==> src/rtl/correlator_dwell_scheduler.sv <==
// ============================================================================
// Module   : correlator_dwell_scheduler
// Brief    : Steps the correlator through a programmable dwell table and emits
//            one result record per dwell. Optional macro: SCHED_REPEAT_EN.
// Revision : 1.0 - initial release
// ============================================================================
`default_nettype none

module correlator_dwell_scheduler #(
    parameter int  MAX_DWELLS = 8,
    parameter int  SETTLE_CYC = 4,
    parameter int  TIMEOUT_W  = 24,
    parameter int  MAG_W      = 32,
    localparam int ADDR_W     = $clog2(MAX_DWELLS)
) (
    input  logic                  clk,
    input  logic                  rst,
    input  logic                  start,
    input  logic                  abort,
    input  logic [ADDR_W:0]       cfg_num_dwells,
    input  logic [TIMEOUT_W-1:0]  cfg_timeout,
    input  logic                  tbl_wr_en,
    input  logic [ADDR_W-1:0]     tbl_wr_addr,
    input  logic [69:0]           tbl_wr_data,
    output logic                  corr_enable,
    output logic                  corr_clear,
    output logic [1:0]            corr_code_type,
    output logic [19:0]           corr_seed,
    output logic [15:0]           corr_code_len,
    output logic [MAG_W-1:0]      corr_threshold,
    input  logic                  corr_int_done,
    input  logic                  corr_det_valid,
    input  logic [MAG_W-1:0]      corr_peak_mag,
    input  logic [15:0]           corr_peak_phase,
    output logic [MAG_W+15:0]     res_tdata,
    output logic [ADDR_W+1:0]     res_tuser,
    output logic                  res_tvalid,
    input  logic                  res_tready,
    output logic                  busy,
    output logic                  list_done,
    output logic                  timeout_err
);

`ifdef SCHED_REPEAT_EN
    localparam bit c_repeat = 1'b1;
`else
    localparam bit c_repeat = 1'b0;
`endif

    localparam int              c_set_w       = $clog2(SETTLE_CYC + 1);
    localparam logic [c_set_w-1:0] c_settle_last = c_set_w'(SETTLE_CYC - 1);
    localparam logic [ADDR_W:0]    c_max_num     = (ADDR_W + 1)'(MAX_DWELLS);

    typedef enum logic [2:0] {
        S_IDLE    = 3'd0,
        S_LOAD    = 3'd1,
        S_SETTLE  = 3'd2,
        S_RUN     = 3'd3,
        S_CAPTURE = 3'd4,
        S_EMIT    = 3'd5
    } state_t;

    state_t                 r_state;
    state_t                 w_state_next;
    logic [69:0]            r_table [MAX_DWELLS];
    logic [ADDR_W-1:0]      r_idx;
    logic [ADDR_W:0]        r_num;
    logic [c_set_w-1:0]     r_settle;
    logic [TIMEOUT_W-1:0]   r_cnt;
    logic                   r_to_flag;
    logic                   r_timeout_err;
    logic                   r_list_done;
    logic [1:0]             r_cfg_type;
    logic [19:0]            r_cfg_seed;
    logic [15:0]            r_cfg_len;
    logic [MAG_W-1:0]       r_cfg_thr;
    logic [MAG_W-1:0]       r_res_mag;
    logic [15:0]            r_res_phase;
    logic                   r_res_det;
    logic                   r_res_to;

    logic                   w_last;
    logic [TIMEOUT_W-1:0]   w_cnt_next;
    logic                   w_timeout_hit;
    logic                   w_to_now;
    logic [ADDR_W:0]        w_num_clamped;
    logic [ADDR_W-1:0]      w_load_idx;
    logic [69:0]            w_entry;

    assign w_last        = ({1'b0, r_idx} == (r_num - 1'b1));
    assign w_cnt_next    = (r_cnt == '1) ? r_cnt : r_cnt + 1'b1;
    assign w_timeout_hit = (cfg_timeout != '0) && (w_cnt_next == cfg_timeout);
    assign w_to_now      = w_timeout_hit && !corr_int_done;
    assign w_num_clamped = (cfg_num_dwells > c_max_num) ? c_max_num : cfg_num_dwells;
    // Next dwell to load: 0 on a fresh list or a wrap, else the following entry
    assign w_load_idx    = (r_state == S_EMIT && !w_last) ? r_idx + 1'b1 : '0;
    assign w_entry       = r_table[w_load_idx];

    always_ff @(posedge clk) begin
        if (tbl_wr_en) begin
            r_table[tbl_wr_addr] <= tbl_wr_data;
        end
    end

    always_ff @(posedge clk or posedge rst) begin
        if (rst) begin
            r_state <= S_IDLE;
        end else begin
            r_state <= w_state_next;
        end
    end

    always_comb begin
        w_state_next = r_state;
        if (abort) begin
            w_state_next = S_IDLE;
        end else begin
            case (r_state)
                S_IDLE:    if (start && cfg_num_dwells != '0) w_state_next = S_LOAD;
                S_LOAD:    w_state_next = S_SETTLE;
                S_SETTLE:  if (r_settle == c_settle_last) w_state_next = S_RUN;
                S_RUN:     if (corr_int_done || w_timeout_hit) w_state_next = S_CAPTURE;
                S_CAPTURE: w_state_next = S_EMIT;
                S_EMIT:    if (res_tready) w_state_next = (w_last && !c_repeat) ? S_IDLE : S_LOAD;
                default:   w_state_next = S_IDLE;
            endcase
        end
    end

    always_ff @(posedge clk or posedge rst) begin
        if (rst) begin
            r_idx         <= '0;
            r_num         <= '0;
            r_settle      <= '0;
            r_cnt         <= '0;
            r_to_flag     <= 1'b0;
            r_timeout_err <= 1'b0;
            r_list_done   <= 1'b0;
            r_cfg_type    <= '0;
            r_cfg_seed    <= '0;
            r_cfg_len     <= '0;
            r_cfg_thr     <= '0;
            r_res_mag     <= '0;
            r_res_phase   <= '0;
            r_res_det     <= 1'b0;
            r_res_to      <= 1'b0;
        end else begin
            r_list_done <= 1'b0;
            if (!abort) begin
                case (r_state)
                    S_IDLE: begin
                        if (start) begin
                            r_timeout_err <= 1'b0;
                            if (cfg_num_dwells == '0) begin
                                r_list_done <= 1'b1;
                            end else begin
                                r_num      <= w_num_clamped;
                                r_idx      <= '0;
                                r_cfg_type <= w_entry[69:68];
                                r_cfg_seed <= w_entry[67:48];
                                r_cfg_len  <= w_entry[47:32];
                                r_cfg_thr  <= MAG_W'(w_entry[31:0]);
                            end
                        end
                    end
                    S_LOAD: r_settle <= '0;
                    S_SETTLE: begin
                        r_settle <= r_settle + 1'b1;
                        r_cnt    <= '0;
                    end
                    S_RUN: begin
                        r_cnt     <= w_cnt_next;
                        r_to_flag <= w_to_now;
                        if (w_to_now) r_timeout_err <= 1'b1;
                    end
                    S_CAPTURE: begin
                        r_res_mag   <= corr_peak_mag;
                        r_res_phase <= corr_peak_phase;
                        r_res_det   <= corr_det_valid;
                        r_res_to    <= r_to_flag;
                    end
                    S_EMIT: begin
                        if (res_tready) begin
                            if (w_last) r_list_done <= 1'b1;
                            if (!w_last || c_repeat) begin
                                r_idx      <= w_load_idx;
                                r_cfg_type <= w_entry[69:68];
                                r_cfg_seed <= w_entry[67:48];
                                r_cfg_len  <= w_entry[47:32];
                                r_cfg_thr  <= MAG_W'(w_entry[31:0]);
                            end
                        end
                    end
                    default: ;
                endcase
            end
        end
    end

    assign busy           = (r_state != S_IDLE);
    assign corr_enable    = (r_state == S_RUN);
    assign corr_clear     = (r_state == S_LOAD);
    assign res_tvalid     = (r_state == S_EMIT);
    assign corr_code_type = r_cfg_type;
    assign corr_seed      = r_cfg_seed;
    assign corr_code_len  = r_cfg_len;
    assign corr_threshold = r_cfg_thr;
    assign res_tdata      = {r_res_phase, r_res_mag};
    assign res_tuser      = {r_res_to, r_res_det, r_idx};
    assign list_done      = r_list_done;
    assign timeout_err    = r_timeout_err;

endmodule

`default_nettype wire
==> config.mk <==
export PLATFORM = sky130hd
export DESIGN_NAME = correlator_dwell_scheduler
export DESIGN_NICKNAME = d
export VERILOG_FILES = /design/src/rtl/correlator_dwell_scheduler.sv
export SDC_FILE = /design/constraint.sdc
export NUM_CORES = 1
export LEC_CHECK = 0
export CAP_MARGIN = 20
export CORE_AREA = 2 2 219 221
export CTS_CLUSTER_SIZE = 14
export DETAILED_ROUTE_END_ITERATION = 10
export DIE_AREA = 0 0 221 223
export PLACE_DENSITY = 0.95
export REMOVE_ABC_BUFFERS = 1
export SYNTH_ARGS = -nofsm -noshare
export SYNTH_HDL_FRONTEND = slang
export SYNTH_SLANG_ARGS = --single-unit
export TNS_END_PERCENT = 1
==> constraint.sdc <==
create_clock -name clk -period 8.75 [get_ports clk]
set_clock_uncertainty 0.2 [all_clocks]
set_input_delay 0.875 -clock clk [delete_from_list [all_inputs] [get_ports clk]]
set_output_delay 0.875 -clock clk [all_outputs]
set_load 0.02 [all_outputs]
==> results of run 1 <==
[power by group through the flow]
stage | Sequential [mW] | Clock (mW) | Combinational (mW)
final | 4.39 | 2.91 | 2.25
after global routing | 4.42 | 3.06 | 2.37
after CTS | 4.38 | 2.94 | 2.25
after detailed placement | 4.44 | 0 | 2.23
after global placement | 4.41 | 0 | 2.15
after floorplan | 4.70 | 0 | 0.903
[logic make-up after synthesis]
kind of cell,share of synthesized area (%)
AOI/OAI and AO/OA,12.2
muxes,7.31
xor gates and xnor gates,0.856
DFF,73.8
buffers and inverters,2.00
and+or+nand+nor,3.63
adders and majority gates,0.222
[synthesized netlist by cell type, types with 11 or more instances]
cell type  instances
o21ai_0           39
nand3_1           11
nor2_1            35
edfxtp_1         560
clkbuf_1          82
o22ai_1          142
nand2_1           40
a21oi_1           17
buf_2             25
inv_1             16
dfrtp_1          160
a211o_1           73
a211oi_1         143
mux2_2            56
nor3_1            12
xnor2_1           17
mux2i_1          143
nor4_1            13
[per-layer routing]
metal  vias up  share of wire, %  GRT usage (%)
li1       7595                 -              -
met1      8852                37           37.4
met2      1146                49           46.6
met3       192                10           6.62
met4         6               3.1           10.1
met5         -             0.060              0
[final cells by class]
class | count | area, sq um
clock buffer | 91 | 1900
antenna | 8 | 20.0
fill | 2690 | 13300
sequential | 720 | 20800
tap | 615 | 769
inverter | 16 | 65.1
multi-input combinational | 885 | 6930
timing repair buffer | 310 | 3070
clock inverter | 36 | 312
[per-stage QoR]
step | utilization, % | TNS (ps)
6_report | 71.9 | 0
4_1_cts | 71.8 | 0
3_3_place_gp | 67.1 | 0
3_5_place_dp | 67.1 | 0
2_1_floorplan | - | -598650
5_1_grt | 71.8 | 0
[cells in the final DEF (no fill, tap or decap), types with 23 or more instances in the layout]
cell / Yosys / routed
edfxtp_1: 560 / 560
clkdlybuf4s50_1: 0 / 285
dfrtp_1: 160 / 160
mux2i_1: 143 / 143
a211oi_1: 143 / 143
o22ai_1: 142 / 142
a211o_1: 73 / 73
clkbuf_16: 0 / 72
mux2_2: 56 / 56
o21ai_0: 39 / 39
nand2_1: 40 / 39
nor2_1: 35 / 27
buf_4: 4 / 23
[worst max-delay path by stage]
stage / slack, ps / endpoint / cells after the start / from
floorplan: -8520 / corr_code_len[0]$_DFFE_PP0P_ / 8 / r_num[2]$_DFFE_PP0P_
global placement: 4190 / corr_code_len[0]$_DFFE_PP0P_ / 11 / r_num[2]$_DFFE_PP0P_
detailed placement: 4030 / corr_seed[0]$_DFFE_PP0P_ / 11 / r_num[1]$_DFFE_PP0P_
CTS: 3970 / corr_seed[18]$_DFFE_PP0P_ / 11 / r_num[1]$_DFFE_PP0P_
global route: 3670 / corr_code_len[15]$_DFFE_PP0P_ / 13 / r_num[1]$_DFFE_PP0P_
finish: 3870 / corr_threshold[11]$_DFFE_PP0P_ / 13 / r_num[1]$_DFFE_PP0P_
[sequential cells by signal, summed over array words and instances (netlist names)]
register and flops:
r_table 560, corr_threshold 32, r_res_mag 32, r_cnt 24, corr_seed 20, corr_code_len 16
r_res_phase 16, r_num 4, r_idx 3, r_settle 3, r_state 3, corr_code_type 2
list_done 1, r_res_det 1, r_res_to 1, r_to_flag 1, timeout_err 1
[worst register-to-register path: cells and delay by family (launching register included)]
family / cells / cell delay (ps)
AO/OA/AOI/OAI: 4 / 1040
XOR/XNOR: 2 / 460
AND/OR/NAND/NOR: 2 / 800
flip-flops: 1 / 380
adder cells (fa/ha/maj): 1 / 200
buffers and inverters: 4 / 1680
==> out/results.txt, run 1 <==
Num rows - 80
Min Tclk post-route - 4880 ps
EDFF count, synth - 560
# IOs - 286
Buf/Inv on CP - 4
Sequential area share after synthesis - 73.8%
Final setup vio count - 0
Hpwl dp - 37.9 mm
Clk root buf - clkbuf_16
Total Die Area - 49300 sq um
Die width - 221 um
P_sw - 2.80 mW
Die Ht - 223 um
Post-synth top area cell - edfxtp_1
Inst Count DP - 2545
Synth Register Bits - 720
Worst-Skew Late Latency - 610 ps
CTS resizes - 0
Initial core utilization - 59.8%
Routed WL per cell - 26.3 um
CTS tree - built
Via count - 17800
Pre-CTS setup slack - 4030 ps
Peak supply drop - 0.226 mV
TritonRoute pass-1 iters - 6
Worst Path Arrival - 5160 ps
Final setup margin - 3870 ps
H-tree levels - 3
Clock Tree Buf Depth - 3
Maxcap violations - 0
Layout Cells excl Fill - 2681
R2r setup slk - 3870 ps
CP Launch Type - register
Number of routed nets with antenna violations - 0
Critical Path RT - 9030 ps
Slew margin rel. - 23.6%
Cell Chain, Critical Path - inv_1, ha_1, xnor2_1, xnor2_1, o31ai_1, buf_4, nor2_4, buf_12, nand2_4, buf_4, o22ai_1, a211oi_1, a211o_1
Cts bufs inserted - 70
GPL Wtd Cong - 0.890
Switching Share - 29.3%
Leak - 11.5 nW
Area share of the largest cell type after synthesis - 59.6%
# nets final - 2165
Residual DRC count - 0
Power Density - 282 nW/um^2
First-pass GRT wire length - 107 mm
Synth-to-Final Area Change - 20.1%
CP Max Fanout - 142
Final hold violation count - 0
Power share of the clock group - 30.5%
GRT overflow - 0
DR iter-0 viols - 2251
Initial antenna violation count - 8
Fin crit share - 55.8%
Hold Crit Start - r_to_flag$_DFFE_PP0P_
Hold WC Path Type - register to register
Share of layout cells above drive strength 1 - 10.3%
Clk slew on worst S/H paths - 60 ps
Tot Pwr - 9.55 mW
Sequential share of power - 45.9%
Max incr delay on CP - 750 ps
Pin count of the biggest net entering global routing - 143
Clock sink count - 720
CP max stage cell - buf_12
Ranking of synthesized cells by area - edfxtp_1, dfrtp_1, mux2i_1
Cts hold-fix bufs - 0
Slew Viols, Final - 0
Vias per cell - 6.64
Setup bufs post-CTS - 0
Logic pwr share - 23.6%
Placed Instance Area - 31600 sq um
GRT Util Overall - 28.3%
Crit. End Element - register
Core box area - 47100 sq um
Synthesized cell area - 28200 sq um
Max Freq - 205 MHz
Status - finished, final reports clean
Average cell area after synthesis - 16.2 sq um
R2R cell count - 13
Asr flop ratio synth - 22.2%
Number of global-route vias before repair - 17900
Ys flop type - edfxtp_1
Worst slew pin tran - 1150 ps
Origin of the critical flop-to-flop path - r_num[1]$_DFFE_PP0P_
WHS Endpoint - r_to_flag$_DFFE_PP0P_
Hold Path Cell Cnt - 1
Final Hold Slack - 284 ps
RSZ-0062 raised after global routing - false
IO buf count - 285
Design Area, Final - 33900 sq um
Reg-to-reg endpoint - corr_threshold[11]$_DFFE_PP0P_
Post-synthesis instance total - 1741
Int Power - 6.75 mW
Number of distinct library cells after synthesis - 78
Post-Route WL - 70.4 mm
CP top delay family - buffers and inverters
Worst Setup Path Type - register to register
Warnings, synthesis - 0
Power figures use the tool's default switching activity.
==> run 2: changes to the inputs <==
--- a/config.mk
+++ b/config.mk
@@ -6,11 +6,11 @@
 export NUM_CORES = 1
 export LEC_CHECK = 0
 export CAP_MARGIN = 20
-export CORE_AREA = 2 2 219 221
+export CORE_AREA = 2 2 239 241
 export CTS_CLUSTER_SIZE = 14
 export DETAILED_ROUTE_END_ITERATION = 10
-export DIE_AREA = 0 0 221 223
-export PLACE_DENSITY = 0.95
+export DIE_AREA = 0 0 241 243
+export PLACE_DENSITY = 0.86
 export REMOVE_ABC_BUFFERS = 1
 export SYNTH_ARGS = -nofsm -noshare
 export SYNTH_HDL_FRONTEND = slang
==> constraint.sdc (replaced) <==
create_clock -name clk -period 4.3 [get_ports clk]
set_clock_uncertainty 0.2 [all_clocks]
set_input_delay 0.43 -clock clk [delete_from_list [all_inputs] [get_ports clk]]
set_output_delay 0.43 -clock clk [all_outputs]
set_load 0.02 [all_outputs]
==> out/results.txt, run 2 (synthesized netlist as in run 1, its figures left out) <==
Via count - 17600 (-1.3%)
Tot Pwr - 19.7 mW (+110%)
Origin of the critical flop-to-flop path - r_num[1]$_DFFE_PP0P_
Power Density - 571 nW/um^2 (+100%)
TritonRoute pass-1 iters - 5 (-1)
GPL Wtd Cong - 0.934 (+4.9%)
P_sw - 5.68 mW (+100%)
Fin crit share - 82.9% (+27 points)
CTS resizes - 0 (unchanged)
Slew Viols, Final - 0 (unchanged)
Setup bufs post-CTS - 0 (unchanged)
Hold WC Path Type - input pin to async pin
Clk root buf - clkbuf_16
Final setup vio count - 0 (unchanged)
Logic pwr share - 23.6% (about the same)
GRT Util Overall - 23.6% (-4.8 points)
CTS tree - built
Status - finished, final reports clean
Total Die Area - 58600 sq um (+19%)
Reg-to-reg endpoint - corr_code_len[4]$_DFFE_PP0P_
CP Max Fanout - 141 (-0.70%)
Commonest non-fill, non-tap cell in the layout - edfxtp_1
Synth-to-Final Area Change - 22.1%
Peak supply drop - 0.401 mV (+77%)
Pin count of the biggest net entering global routing - 142 (-0.70%)
Initial antenna violation count - 9 (+1)
R2R cell count - 9 (-4)
Routed WL per cell - 24.7 um (-5.9%)
First-pass GRT wire length - 105 mm (-2.0%)
Clock sink count - 720 (unchanged)
Leak - 11.7 nW (+1.2%)
Fill cells - 3902 (+45%)
Clock Tree Buf Depth - 3 (unchanged)
Worst-Skew Late Latency - 620 ps (about the same)
Critical Path RT - 4600 ps (-4430 ps)
Residual DRC count - 0 (unchanged)
Inst Count DP - 2696 (+5.9%)
Initial core utilization - 50.4% (-9.4 points)
Max reg flops - 560 (unchanged)
Core Util, Final - 61.5% (-10 points)
Clk slew on worst S/H paths - 60 ps (about the same)
R2r setup slk - 730 ps (-3140 ps)
Max Freq - 280 MHz (+37%)
Core box area - 56000 sq um (+19%)
RSZ-0062 raised after global routing - false
CP max stage cell - buf_12
Cts bufs inserted - 71 (+1.4%)
Pre-CTS setup slack - 804 ps (-3220 ps)
IO buf count - 285 (unchanged)
CP Launch Type - register
Worst Path Arrival - 3860 ps (-1300 ps)
Hpwl dp - 38.7 mm (+2.2%)
GRT overflow - 0 (unchanged)
Fin Setup TNS - 0 ps (unchanged)
# IOs - 286 (unchanged)
Post-Route WL - 70.0 mm (-0.48%)
Final setup margin - 734 ps (-3140 ps)
Critical path origin - r_num[1]$_DFFE_PP0P_
Number of routed nets with antenna violations - 0 (unchanged)
H-tree levels - 3 (unchanged)
Worst Setup Path Type - register to register
Layout Cells excl Fill - 2834 (+5.7%)
Min Tclk post-route - 3570 ps (-1310 ps)
Worst slew pin tran - 1160 ps (+18.5 ps)
Crit. End Element - register
Final hold violation count - 0 (unchanged)
Cts hold-fix bufs - 0 (unchanged)
Die width - 241 um (+9.0%)
Cell Chain, Critical Path - or3_1, a41oi_1, o31ai_1, buf_4, nor2_4, buf_12, mux2i_1, a211oi_1, a211o_1
Vias per cell - 6.19 (-6.7%)
Top register by number of flip-flops - r_table
Most frequent cells in the layout - edfxtp_1, clkdlybuf4s50_1, dfrtp_1
Power share of the clock group - 31.2% (+0.7 points)
Die Ht - 243 um (+9.0%)
Slew margin rel. - 22.4% (-1.2 points)
Number of global-route vias before repair - 17900 (-0.16%)
DR iter-0 viols - 1851 (-18%)
Max incr delay on CP - 780 ps (+30 ps)
# nets final - 2175 (+0.46%)
Maxcap violations - 0 (unchanged)
End point of the critical path - corr_code_len[4]$_DFFE_PP0P_
Int Power - 14.0 mW (+110%)
Num rows - 87 (+8.8%)
Switching Share - 28.8% (-0.47 points)
Sequential share of power - 45.1% (-0.8 points)
Share of layout cells above drive strength 1 - 10.8% (+0.47 points)
-- run 2: cell types whose count changed in the layout (fill, tap and decap cells not counted), moves of 2 or more --
cell	change
buf_4	-6
clkbuf_8	+2
clkbuf_16	+2
buf_12	+16
bufinv_16	+2
clkinv_1	+2
clkinv_2	-4
-- run 2: critical path: cells and delay by family (launching register included) --
family | cells | cell delay [ps]
AOI/OAI and AO/OA | 4 | 840
DFF | 1 | 390
muxes | 1 | 360
buffers and inverters | 2 | 960
and+or+nand+nor | 2 | 520
-- run 2: routing by layer --
layer	global-route usage, %	vias to the layer above	part of all wire (%)
met3	6.49	139	9.7
met2	38.3	896	49
met1	30.2	8888	39
met4	8.73	6	2.7
met5	0	-	0.061
li1	-	7626	-
-- run 2: through the flow --
| stage | hold slack [ps] | area, sq um |
|---|---|---|
| floorplan | 244 | 27700 |
| global placement | 270 | 32100 |
| detailed placement | 264 | 32100 |
| CTS | 121 | 34400 |
| global route | 164 | 34400 |
| finish | 126 | 34400 |
-- run 2: worst min-delay path by stage --
| stage | from | to | slack, ps | cells past startpoint |
|---|---|---|---|---|
| 2_1_floorplan | r_to_flag$_DFFE_PP0P_ | r_to_flag$_DFFE_PP0P_ | 240 | 1 |
| 3_3_place_gp | corr_code_len[6]$_DFFE_PP0P_ | corr_code_len[6]$_DFFE_PP0P_ | 270 | 1 |
| 3_5_place_dp | r_to_flag$_DFFE_PP0P_ | r_to_flag$_DFFE_PP0P_ | 260 | 1 |
| 4_1_cts | rst | corr_seed[19]$_DFFE_PP0P_ | 120 | 2 |
| 5_1_grt | rst | r_res_mag[31]$_DFFE_PP0P_ | 160 | 2 |
| 6_report | rst | corr_seed[19]$_DFFE_PP0P_ | 130 | 2 |
-- run 2: area by class of cell --
class                   count  area (sq um)  share of cell area [%]
inverters                  16          65.1                   0.189
flip-flops and latches    720         20800                    60.5
clock inverters            36           358                    1.04
well taps                 756           946                    2.75
repair buffers            319          3320                    9.64
multi-input cells         885          6930                    20.1
clock buffers              94          1980                    5.74
diodes                      8          20.0                  0.0581
-- run 2: power groups by stage --
stage	clock (mW)	sequential (mW)	combinational (mW)
2_1_floorplan	0	9.56	1.84
3_3_place_gp	0	8.95	4.52
3_5_place_dp	0	9.00	4.64
4_1_cts	6.26	8.87	4.68
5_1_grt	6.52	8.96	4.93
6_report	6.15	8.88	4.65
==> run 3: changes to the inputs <==
--- a/config.mk
+++ b/config.mk
@@ -6,11 +6,11 @@
 export NUM_CORES = 1
 export LEC_CHECK = 0
 export CAP_MARGIN = 20
-export CORE_AREA = 2 2 239 241
+export CORE_AREA = 2 2 226 228
 export CTS_CLUSTER_SIZE = 14
 export DETAILED_ROUTE_END_ITERATION = 10
-export DIE_AREA = 0 0 241 243
-export PLACE_DENSITY = 0.86
+export DIE_AREA = 0 0 228 230
+export PLACE_DENSITY = 0.9
 export REMOVE_ABC_BUFFERS = 1
 export SYNTH_ARGS = -nofsm -noshare
 export SYNTH_HDL_FRONTEND = slang
==> constraint.sdc (replaced) <==
create_clock -name clk -period 3.29 [get_ports clk]
set_clock_uncertainty 0.2 [all_clocks]
set_input_delay 0.329 -clock clk [delete_from_list [all_inputs] [get_ports clk]]
set_output_delay 0.329 -clock clk [all_outputs]
set_load 0.02 [all_outputs]
==> out/results.txt, run 3 (synthesized netlist as in run 1, its figures left out) <==
First-pass GRT wire length - 111 mm (+6.5%)
Number of routed nets with antenna violations - 0 (unchanged)
Initial core utilization - 56.6% (+6.2 points)
Design Area, Final - 35000 sq um (+1.6%)
Via count - 18100 (+3.1%)
Critical Path RT - 3550 ps (-1050 ps)
Hpwl dp - 42.2 mm (+8.8%)
Vias per cell - 6.46 (+4.2%)
Placed Instance Area - 32500 sq um (+1.4%)
Final Hold Slack - 141 ps (+14.7 ps)
Final setup margin - 107 ps (-628 ps)
Layout Cells excl Fill - 2804 (-1.1%)
Max reg flops - 560 (unchanged)
Fin crit share - 96.8% (+14 points)
CP max stage cell - or4b_1
Most frequent cells in the layout - edfxtp_1, clkdlybuf4s50_1, dfrtp_1
Max Freq - 314 MHz (+12%)
Synth-to-Final Area Change - 24.0%
Routed WL per cell - 26.3 um (+6.2%)
IO buf count - 285 (unchanged)
Fin Setup TNS - 0 ps (unchanged)
GPL Wtd Cong - 0.915 (-2.0%)
CP Max Fanout - 7 (-95%)
Total Die Area - 52400 sq um (-10%)
Maxcap violations - 0 (unchanged)
Inst Count DP - 2664 (-1.2%)
Cts bufs inserted - 72 (+1.4%)
Clk root buf - clkbuf_16
Max incr delay on CP - 530 ps (-250 ps)
Residual DRC count - 0 (unchanged)
# nets final - 2230 (+2.5%)
Fill cells - 3043 (-22%)
Buf/Inv on CP - 1 (-1)
Pin count of the biggest net entering global routing - 87 (-39%)
Die Ht - 230 um (-5.3%)
Clock Tree Buf Depth - 3 (unchanged)
RSZ-0062 raised after global routing - true
Slew Viols, Final - 0 (unchanged)
Slew margin rel. - 52.1% (+30 points)
Leak - 12.0 nW (+2.8%)
Initial antenna violation count - 8 (-1)
Pre-CTS setup slack - -396 ps (-1200 ps)
Min Tclk post-route - 3180 ps (-382 ps)
Clock sink count - 720 (unchanged)
Final hold violation count - 0 (unchanged)
Worst Path Arrival - 3450 ps (-410 ps)
Die width - 228 um (-5.4%)
Clk slew on worst S/H paths - 60 ps (about the same)
Num rows - 82 (-5.7%)
Worst Setup Path Type - register to register
Post-Route WL - 73.6 mm (+5.1%)
Hold WC Path Type - input pin to register
Core box area - 49900 sq um (-11%)
TritonRoute pass-1 iters - 5 (unchanged)
Top register by number of flip-flops - r_table
Peak supply drop - 0.646 mV (+61%)
Crit. End Element - register
CP Launch Type - register
Status - finished, final reports clean
CTS tree - built
CP top delay family - simple AND/OR/NAND/NOR gates
Power Density - 747 nW/um^2 (+31%)
Worst slew pin tran - 713 ps (-451 ps)
Cell Chain, Critical Path - and4_1, buf_4, nand4_4, or4b_1, a211oi_1, o2111ai_1, or4_4, o21bai_1, a31oi_1
Share of layout cells above drive strength 1 - 13.6% (+2.8 points)
DR iter-0 viols - 2027 (+9.5%)
# IOs - 286 (unchanged)
Final setup vio count - 0 (unchanged)
GRT overflow - 0 (unchanged)
Setup bufs post-CTS - 0 (unchanged)
H-tree levels - 3 (unchanged)
Worst-Skew Late Latency - 630 ps (about the same)
Number of global-route vias before repair - 18600 (+4.0%)
Commonest non-fill, non-tap cell in the layout - edfxtp_1
GRT Util Overall - 27.9% (+4.3 points)
run 3: cell types whose count changed in the layout (fill, tap and decap cells not counted), sizes merged:
cell,before,now
clkinv,27,19
dlygate4sd3,0,1
inv,18,19
buf,34,86
diode,8,9
clkbuf,94,100
bufinv,5,6
run 3: area by class of cell:
type	count	area, sq um	area share [%]
Sequential cell	720	20800	59.5
Multi-Input combinational cell	885	6980	20.0
Timing Repair Buffer	373	3910	11.2
Clock buffer	99	1960	5.61
Tap cell	672	841	2.40
Clock inverter	30	368	1.05
Inverter	16	65.1	0.186
Antenna cell	9	22.5	0.0644
run 3: per-stage QoR:
stage / utilization (%) / total power [mW]
detailed placement: 65.2 / 18.1
floorplan: - / 14.9
CTS: 70.0 / 26.2
global route: 70.1 / 27.0
global placement: 65.2 / 17.8
finish: 70.1 / 26.1
run 3: timing repair:
item                                   CTS  global route
cloned                                   0             1
gates resized for setup                  5             9
setup endpoints to repair               75            24
hold buffers                             1             0
endpoints found under the hold margin   36             0
run 3: report_power, final:
part / internal (mW) / switching (mW) / leakage (nW)
sequential: 10.9 / 0.743 / 7.09
clock: 4.69 / 3.42 / 1.13
combinational: 2.93 / 3.46 / 3.80
total: 18.5 / 7.62 / 12.0
run 3: worst register-to-register path, delay by kind of cell, from the launching register on:
kind | cells | cell delay (ps)
DFF | 1 | 500
AOI/OAI and AO/OA | 4 | 730
and+or+nand+nor | 4 | 1460
buffers and inverters | 1 | 160
run 3: final timing paths:
check	from	endpoint	slack, ps	cells after the start
setup / recovery	r_cnt[9]$_DFFE_PP0P_	r_state[1]$_DFFE_PP0P_	110	9
hold / removal	corr_peak_mag[13]	r_res_mag[13]$_DFFE_PP0P_	140	2
setup reg to reg	r_cnt[9]$_DFFE_PP0P_	r_state[1]$_DFFE_PP0P_	110	9
hold reg to reg	corr_threshold[22]$_DFFE_PP0P_	corr_threshold[22]$_DFFE_PP0P_	280	1
max in group asynchronous	rst	corr_code_len[2]$_DFFE_PP0P_	1640	4
min in group asynchronous	rst	corr_threshold[13]$_DFFE_PP0P_	490	3
run 3: routing by layer:
metal / track usage, % / share of wire (%)
met1: 36.5 / 38
met2: 45.5 / 48
met3: 7.22 / 10
met4: 10.2 / 3.1
met5: 0 / 0.050
